==> src/rtl/playback_timer.sv <==
// Elapsed-playback M:SS timer with play/pause/stop control, track-end
// detection and a time/volume display select line.
//
// Parameters:
//   CLK_FREQ        - clock cycles per elapsed second (>= 2)
//   OVERLAY_SECONDS - seconds the volume overlay stays up (1..15)
// Ports:
//   clk, reset                        - clock, async active-high reset
//   play_pause, stop, volume_changed  - one-cycle control pulses
//   track_len_min/sec1/sec0           - BCD track length (0:00 = unlimited)
//   minutes0, seconds1, seconds0      - BCD elapsed time
//   running                           - time is advancing
//   track_end                         - one-cycle pulse at track length
//   select                            - 1 = show volume, 0 = show time
// Optional feature: define VOLUME_OVERLAY_EN to build the volume overlay
// timer; without it select is tied to 0 and volume_changed is unused.
module playback_timer #(
    parameter int CLK_FREQ        = 50000000,
    parameter int OVERLAY_SECONDS = 3
) (
    input  logic       clk,
    input  logic       reset,
    input  logic       play_pause,
    input  logic       stop,
    input  logic       volume_changed,
    input  logic [3:0] track_len_min,
    input  logic [3:0] track_len_sec1,
    input  logic [3:0] track_len_sec0,
    output logic [3:0] minutes0,
    output logic [3:0] seconds1,
    output logic [3:0] seconds0,
    output logic       running,
    output logic       track_end,
    output logic       select
);

    localparam int            PW      = $clog2(CLK_FREQ);
    localparam logic [PW-1:0] PRE_TOP = PW'(CLK_FREQ - 1);

    logic [PW-1:0] prescaler;
    logic          tick;
    logic [3:0]    nxt_min;
    logic [3:0]    nxt_s1;
    logic [3:0]    nxt_s0;
    logic          len_ok;
    logic          hit_len;
    logic          at_len;

    assign tick = running && (prescaler == PRE_TOP);

    // BCD increment with 9:59 -> 0:00 wrap
    always_comb begin
        nxt_s0  = seconds0 + 4'd1;
        nxt_s1  = seconds1;
        nxt_min = minutes0;
        if (seconds0 == 4'd9) begin
            nxt_s0 = 4'd0;
            nxt_s1 = seconds1 + 4'd1;
            if (seconds1 == 4'd5) begin
                nxt_s1  = 4'd0;
                nxt_min = (minutes0 == 4'd9) ? 4'd0 : minutes0 + 4'd1;
            end
        end
    end

    // A zero or non-BCD length disables track-end matching entirely
    always_comb begin
        len_ok = (track_len_min <= 4'd9) && (track_len_sec1 <= 4'd5) &&
                 (track_len_sec0 <= 4'd9) &&
                 ({track_len_min, track_len_sec1, track_len_sec0} != 12'd0);
        hit_len = len_ok &&
                  ({nxt_min, nxt_s1, nxt_s0} ==
                   {track_len_min, track_len_sec1, track_len_sec0});
        at_len  = len_ok &&
                  ({minutes0, seconds1, seconds0} ==
                   {track_len_min, track_len_sec1, track_len_sec0});
    end

    always_ff @(posedge clk or posedge reset) begin
        if (reset) begin
            prescaler <= '0;
            minutes0  <= 4'd0;
            seconds1  <= 4'd0;
            seconds0  <= 4'd0;
            running   <= 1'b0;
            track_end <= 1'b0;
        end else begin
            track_end <= 1'b0;
            if (stop) begin
                prescaler <= '0;
                minutes0  <= 4'd0;
                seconds1  <= 4'd0;
                seconds0  <= 4'd0;
                running   <= 1'b0;
            end else if (tick) begin
                prescaler <= '0;
                minutes0  <= nxt_min;
                seconds1  <= nxt_s1;
                seconds0  <= nxt_s0;
                if (hit_len) begin
                    running   <= 1'b0;
                    track_end <= 1'b1;
                end
            end else if (play_pause) begin
                if (running) begin
                    running <= 1'b0;
                end else begin
                    running <= 1'b1;
                    // Restarting a finished track begins again from 0:00
                    if (at_len) begin
                        prescaler <= '0;
                        minutes0  <= 4'd0;
                        seconds1  <= 4'd0;
                        seconds0  <= 4'd0;
                    end
                end
            end else if (running) begin
                prescaler <= prescaler + PW'(1);
            end
        end
    end

`ifdef VOLUME_OVERLAY_EN
    localparam logic [3:0] OV_LOAD = 4'(OVERLAY_SECONDS);

    logic [PW-1:0] ov_pre;
    logic [PW-1:0] ov_pre_nxt;
    logic [3:0]    ov_cnt;
    logic [3:0]    ov_cnt_nxt;

    // Overlay prescaler runs regardless of playback state
    always_comb begin
        ov_pre_nxt = (ov_pre == PRE_TOP) ? '0 : ov_pre + PW'(1);
        ov_cnt_nxt = ov_cnt;
        if (volume_changed) begin
            ov_pre_nxt = '0;
            ov_cnt_nxt = OV_LOAD;
        end else if ((ov_pre == PRE_TOP) && (ov_cnt != 4'd0)) begin
            ov_cnt_nxt = ov_cnt - 4'd1;
        end
    end

    always_ff @(posedge clk or posedge reset) begin
        if (reset) begin
            ov_pre <= '0;
            ov_cnt <= 4'd0;
            select <= 1'b0;
        end else begin
            ov_pre <= ov_pre_nxt;
            ov_cnt <= ov_cnt_nxt;
            select <= (ov_cnt_nxt != 4'd0);
        end
    end
`else
    logic unused_overlay;

    assign unused_overlay = volume_changed | (OVERLAY_SECONDS == 0);
    assign select         = 1'b0;
`endif

endmodule
==> config.mk <==
export PLATFORM = sky130hd
export DESIGN_NAME = playback_timer
export DESIGN_NICKNAME = d
export VERILOG_FILES = /design/src/rtl/playback_timer.sv
export SDC_FILE = /design/constraint.sdc
export NUM_CORES = 1
export LEC_CHECK = 0
export CORE_MARGIN = 2
export CORE_UTILIZATION = 30
export CTS_CLUSTER_DIAMETER = 30
export DETAILED_ROUTE_END_ITERATION = 7
export HOLD_SLACK_MARGIN = 0.12
export PLACE_DENSITY = 0.48
export SYNTH_ARGS = -nofsm -noshare
export SYNTH_HDL_FRONTEND = slang
export SYNTH_SLANG_ARGS = --single-unit
==> constraint.sdc <==
create_clock -name clk -period 2.2 [get_ports clk]
set_input_delay 0.22 -clock clk [delete_from_list [all_inputs] [get_ports clk]]
set_output_delay 0.22 -clock clk [all_outputs]
set_load 0.005 [all_outputs]
==> impl_metrics.tcl, run 1 <==
set metrics [dict create \
    avgSynthCellArea_um2 8.78 \
    routed_wl_per_cell_um 15.5 \
    area_delta_synth_final_pct 67.9 \
    total_iterations_of_the_first_detailed_routing_run 4 \
    crit_path_start "seconds1[1]" \
    cp_num_buf_inv 1 \
    initial_antenna_violation_count 0 \
    final_net_count 465 \
    clock_latency_ns 0.31 \
    synth_top_family_by_area "simple AND/OR/NAND/NOR gates" \
    cell_taking_the_most_area_after_synthesis "sky130_fd_sc_hd__dfrtp_1" \
    final_weighted_congestion_in_routability_driven_placement 0.817 \
    synth.top_cells.by_area "sky130_fd_sc_hd__dfrtp_1, sky130_fd_sc_hd__xnor2_1, sky130_fd_sc_hd__nor2_1" \
    power.ir.vdd_worst_mv 0.268 \
    antenna_violating_nets_post_route 0 \
    detail_route.vias_per_cell 4.99 \
    violated_checks "setup timing" \
    synth-edff-count 0 \
    finalCritPeriodShare_pct 113 \
    detailroute.via_count 2862 \
    synth-simple-area-share_pct 31.2 \
    clock_tree.htree_level_count 2 \
    rrSetupSlack_ns -0.29 \
    r2r-start "seconds1[1]" \
    grt_pass1_vias 3020 \
    static-leakage-power_nw 2.01 \
    rsz0062_at_grt "yes" \
    cpMaxStageDelayCell "sky130_fd_sc_hd__or4_4" \
    tritoncts "yes" \
    final_layout_size_suffix_gt1_share_pct 43.2 \
    setup_viol 35 \
    final_skew_ns 0.0136 \
    postLayoutSetupSlackWorst_ns -0.293 \
    worst_min_delay_path_class "in -> async" \
    maxCapViolations 0 \
    finalHoldViolCount 0 \
    synth-warning-count 0 \
    post_synth_mux_area_share_pct 0.352 \
    cts_root_buffer "sky130_fd_sc_hd__clkbuf_8" \
    total_negative_slack_ns -4.61 \
    grt_remaining_overflow 0 \
    synth_top_cell_area_share_pct 35.2 \
    fillers 854 \
    timing.critical_path.cells "inv_2 > ha_4 > and3b_2 > or3_4 > a21boi_4 > xnor2_1 > a2111o_1 > or4_4 > nor2_4" \
    cts_buffers 5 \
    power.density_cell_area_mw_per_mm2 353 \
    route.final.wire_length_um 8890 \
    reg2reg_depth 9 \
    synth-main-ff-cell "sky130_fd_sc_hd__dfrtp_1" \
    synth_nets 346 \
    floorplan.initialDensity_pct 30.8 \
    num_io_pins 32 \
    groute.usage.overall_pct 18.0 \
    grt_max_degree 20 \
    outcome "complete, but fails checks" \
    synthAdderAreaFrac_pct 2.20 \
    compound_cell_area_share_of_the_yosys_netlist_pct 14.0 \
    arrival_ns 2.73 \
    synth_area_mm2 0.00284 \
    timing_worst_slew_pin_value_ns 0.714 \
    tritoncts_num_sinks 40 \
    die_height_um 101 \
    die_area_mm2 0.0103 \
    finalMaxSlewViolations 0 \
    number_of_hold_buffers_added_after_cts 0 \
    hold_ws_ns 0.322 \
    mostFrequentLayoutCell "sky130_fd_sc_hd__buf_4" \
    cp_max_fo 3 \
    port-buffer-count 29 \
    layout_min_cycle_time_ns 2.49 \
    drc_errors 0 \
    clk_path_buf_depth 2 \
    synth_sequential_area_ratio_pct 35.2 \
    post_synth_xor_area_fraction_pct 12.6 \
    chipWidth_um 101 \
    worstSetupStartpointType "register" \
    unique_masters_post_synth 60 \
    clock_pin_slew_on_the_worst_setup_and_hold_paths_ns 0.09 \
    layout_common_cells "sky130_fd_sc_hd__buf_4, sky130_fd_sc_hd__dfrtp_1, sky130_fd_sc_hd__xnor2_1, sky130_fd_sc_hd__nor2_1, sky130_fd_sc_hd__clkdlybuf4s50_1" \
    core-area_mm2 0.00924 \
    max_freq_mhz 401 \
    ys_seq_elements 40 \
    async_reset_ff_share_pct 100 \
    worst-endpoint-required_ns 2.44 \
    initialDrtViolationCount 79 \
    antenna_cells 0 \
    worstSetupEndpointType "register" \
    detailed_place_hpwl_um 5940 \
    rows 35 \
    wire_length_of_the_first_global_routing_pass_um 14600 \
    crit_type "reg -> reg" \
    largest_delay_contributor_family_on_the_critical_path "simple AND/OR/NAND/NOR gates" \
    slew_headroom_pct 52.0 \
    postSynthCellCount 324 \
    rr_endpoint "track_end" \
    critPathMaxStageDelay_ns 0.52 \
]
## repair_timing
item	CTS	global route
pin swaps	50	30
gates cloned	5	0
setup endpoints to repair	40	40
gates resized for setup	86	39
setup buffers	12	6
## cell type report
class / instances / area (um2) / area share (%)
clock buffer: 5 / 68.8 / 1.44
clock inverter: 3 / 46.3 / 0.970
inverter: 8 / 30.0 / 0.629
multi-input combinational: 258 / 2200 / 46.0
sequential: 40 / 1000 / 21.0
tap: 129 / 161 / 3.38
timing repair buffer: 130 / 1270 / 26.5
## cell families after synthesis
group / count (synthesis)
buffers and inverters: 26
multiplexers: 1
AO/OA/AOI/OAI: 61
XOR/XNOR: 41
flip-flops: 40
adder cells (fa/ha/maj): 5
AND/OR/NAND/NOR: 149
other: 1
## sequential cells by signal, indices dropped and copies added, names as in the netlist
name       flops
prescaler     26
minutes0       4
seconds0       4
seconds1       4
running        1
track_end      1
## metal layers
layer	GRT usage, %	up-vias	share of wire [%]	wire length [um]
li1	-	1400	-	-
met1	23.1	1380	45	3970
met2	31.0	65	49	4390
met3	2.62	17	3.5	309
met4	6.34	0	2.4	216
met5	0	-	0	0
## how the worst max path moves through the flow
stage / endpoint / slack (ns) / cells after the start
final: track_end / -0.29 / 9
after global routing: track_end / -0.39 / 9
after CTS: track_end / -0.30 / 9
after detailed placement: prescaler[17] / -0.52 / 9
after global placement: prescaler[2] / -0.50 / 11
after floorplan: track_end / -0.16 / 9
## per-stage QoR
stage	std cells	util, %	cell area (um2)	setup slack, ns	power, W
after global placement	544	42.4	3920	-0.497	0.000954
after floorplan	324	-	2890	-0.164	0.000839
after CTS	568	49.8	4600	-0.301	0.00169
after detailed placement	544	42.4	3920	-0.515	0.000953
after global routing	573	51.7	4770	-0.394	0.00175
final	573	51.7	4770	-0.293	0.00169
## report_power, final
| group | leakage (nW) | total, W | switching, W | internal [W] |
|---|---|---|---|---|
| clock network | 0.0548 | 0.000646 | 0.000303 | 0.000342 |
| logic | 1.40 | 0.000301 | 0.000140 | 0.000161 |
| registers | 0.552 | 0.000741 | 0.00000226 | 0.000739 |
| total | 2.01 | 0.00169 | 0.000446 | 0.00124 |
## cell usage after synthesis (all sizes together) (3+ instances only)
cell type,n
or3,7
and3,4
nand3,15
nor2b,5
xnor2,30
or4,4
o211ai,4
nor4,9
nor4b,4
dfrtp,40
o31ai,5
nand2,25
nand2b,4
inv,8
o41ai,3
nor3,14
nor3b,5
buf,8
nand3b,3
o21ai,26
ha,5
xor2,11
clkbuf,10
a21oi,10
nand4,4
nor2,32
No activity file was read; power rests on OpenSTA's default activity.
==> inputs of run 2 (changes only) <==
- CORE_UTILIZATION: 30 -> 51
- PLACE_DENSITY: 0.48 -> 0.74
- SETUP_SLACK_MARGIN: not set -> 0.5
==> run 2 against run 1 <==
Effect of this change: critical path type unchanged; clock-buffer cell count stayed put; the flow still finishes with violations (setup timing); worst setup slack lost 0.11 ns; critical path depth rose by 1.
==> impl_metrics.tcl, run 2 (synthesis results as in run 1) <==
set metrics [dict create \
    clock_tree.htree_level_count 2 \
    slew_headroom_pct 66.7 \
    cpMaxStageDelayCell "sky130_fd_sc_hd__or4_4" \
    postLayoutSetupSlackWorst_ns -0.403 \
    die_height_um 78.7 \
    die_area_mm2 0.00619 \
    arrival_ns 2.84 \
    cts_root_buffer "sky130_fd_sc_hd__clkbuf_8" \
    drc_errors 0 \
    tritoncts "yes" \
    maxCapViolations 0 \
    clock_pin_slew_on_the_worst_setup_and_hold_paths_ns 0.10 \
    final_weighted_congestion_in_routability_driven_placement 0.901 \
    worst-endpoint-required_ns 2.44 \
    worst_min_delay_path_class "in -> async" \
    violated_checks "setup timing" \
    total_iterations_of_the_first_detailed_routing_run 5 \
    initial_antenna_violation_count 0 \
    largest_register_ff_count 26 \
    detailroute.via_count 3234 \
    worstSetupEndpointType "register" \
    groute.usage.overall_pct 27.8 \
    core-area_mm2 0.00544 \
    routed_wl_per_cell_um 22.0 \
    mostFrequentLayoutCell "sky130_fd_sc_hd__buf_4" \
    tritoncts_num_sinks 40 \
    final_skew_ns 0.0172 \
    final_net_count 462 \
    route.final.wire_length_um 11300 \
    crit_type "reg -> reg" \
    grt_max_degree 41 \
    static-leakage-power_nw 2.09 \
    worstSetupStartpointType "register" \
    rsz0062_at_grt "yes" \
    numPlacedInstances 489 \
    final_layout_size_suffix_gt1_share_pct 44.4 \
    detailed_place_hpwl_um 5950 \
    clk_path_buf_depth 2 \
    layout_common_cells "sky130_fd_sc_hd__buf_4, sky130_fd_sc_hd__dfrtp_1, sky130_fd_sc_hd__xnor2_1" \
    grt_remaining_overflow 0 \
    hold_ws_ns 0.257 \
    critPathMaxStageDelay_ns 0.59 \
    power.ir.vdd_worst_mv 0.322 \
    finalCritPeriodShare_pct 118 \
    rows 27 \
    setup_viol 38 \
    number_of_hold_buffers_added_after_cts 0 \
    layout_min_cycle_time_ns 2.60 \
    outcome "complete, but fails checks" \
    timing_worst_slew_pin_value_ns 0.496 \
    finalHoldViolCount 0 \
    antenna_violating_nets_post_route 0 \
    power.density_cell_area_mw_per_mm2 355 \
    area_delta_synth_final_pct 65.3 \
    finalMaxSlewViolations 0 \
    rrSetupSlack_ns -0.40 \
    floorplan.initialDensity_pct 52.3 \
    initialDrtViolationCount 317 \
    timing.critical_path.cells "inv_2 > ha_4 > buf_4 > nand3b_1 > nor4_1 > a21o_1 > xnor2_2 > o2111ai_2 > or4_4 > nor2_4" \
    cts_buffers 5 \
    wire_length_of_the_first_global_routing_pass_um 13600 \
    cp_max_fo 4 \
    chipWidth_um 78.7 \
    max_freq_mhz 384 \
    port-buffer-count 29 \
    clock_latency_ns 0.31 \
    grt_pass1_vias 2803 \
    top_register "prescaler" \
    cp_num_buf_inv 2 \
    detail_route.vias_per_cell 6.30 \
    num_io_pins 32 \
    finish.cell_count_without_fillers 513 \
    antenna_cells 0 \
    largest_delay_contributor_family_on_the_critical_path "simple AND/OR/NAND/NOR gates" \
    fillers 232 \
]
## run 2: cell types whose count changed in the layout (fill, tap and decap cells not counted), moves of 4 or more
cell | before | now
sky130_fd_sc_hd__o21ai_2 | 12 | 8
sky130_fd_sc_hd__dlygate4sd2_1 | 5 | 0
sky130_fd_sc_hd__buf_16 | 5 | 0
sky130_fd_sc_hd__dlymetal6s2s_1 | 0 | 9
## run 2: path summary, 6_finish.rpt
check | depth (start not counted) | startpoint | end
setup / recovery | 10 | seconds1[1] | track_end
hold / removal | 3 | reset | prescaler[25]
setup reg to reg | 10 | seconds1[1] | track_end
hold reg to reg | 2 | prescaler[15] | prescaler[15]
max in group asynchronous | 3 | reset | seconds0[0]
min in group clk | 2 | prescaler[15] | prescaler[15]
## run 2: final cells by class
type / instances / area (um2) / area share, %
Inverter: 8 / 30.0 / 0.639
Tap cell: 72 / 90.1 / 1.92
Multi-Input combinational cell: 258 / 2280 / 48.5
Sequential cell: 40 / 1010 / 21.4
Clock inverter: 3 / 46.3 / 0.985
Timing Repair Buffer: 127 / 1180 / 25.1
Clock buffer: 5 / 68.8 / 1.46
## run 2: per-layer routing
| layer | share of wire (%) | vias up | track usage [%] |
|---|---|---|---|
| met5 | 0 | - | 0 |
| met4 | 7.5 | 0 | 9.30 |
| met3 | 7.5 | 80 | 4.14 |
| met2 | 49 | 219 | 48.2 |
| met1 | 36 | 1545 | 35.2 |
| li1 | - | 1390 | - |
## run 2: report_power, final
| group | total (W) | switching [W] | internal [W] |
|---|---|---|---|
| Sequential | 0.000742 | 0.00000301 | 0.000739 |
| Combinational | 0.000269 | 0.000145 | 0.000124 |
| Clock | 0.000658 | 0.000315 | 0.000343 |
| Total | 0.00167 | 0.000463 | 0.00121 |
## run 2: stage by stage
| stage | worst slack (ns) | util [%] | power (W) | area (um2) | setup TNS (ns) |
|---|---|---|---|---|---|
| CTS | -0.251 | 78.2 | 0.00161 | 4250 | -3.70 |
| finish | -0.403 | 86.5 | 0.00167 | 4700 | -5.19 |
| floorplan | -0.163 | - | 0.000857 | 3100 | -0.241 |
| global route | -0.450 | 86.5 | 0.00171 | 4700 | -7.54 |
| detailed placement | -0.622 | 73.5 | 0.000960 | 4000 | -16.51 |
| global placement | -0.514 | 73.5 | 0.000956 | 4000 | -13.78 |
## run 2: timing repair
action | CTS | global route
endpoints found under the setup margin | 40 | 42
resized for setup | 21 | 78
setup buffers | 3 | 10
cloned | 0 | 3
pin swaps | 16 | 27
## run 2: worst reg2reg max path: cells and delay by family, from the launching register on
| kind | cells | cell delay, ns |
|---|---|---|
| compound gates | 2 | 0.38 |
| xor+xnor | 1 | 0.14 |
| fa+ha+maj | 1 | 0.13 |
| buf+inv | 2 | 0.19 |
| flops | 1 | 0.44 |
| simple gates | 4 | 1.26 |
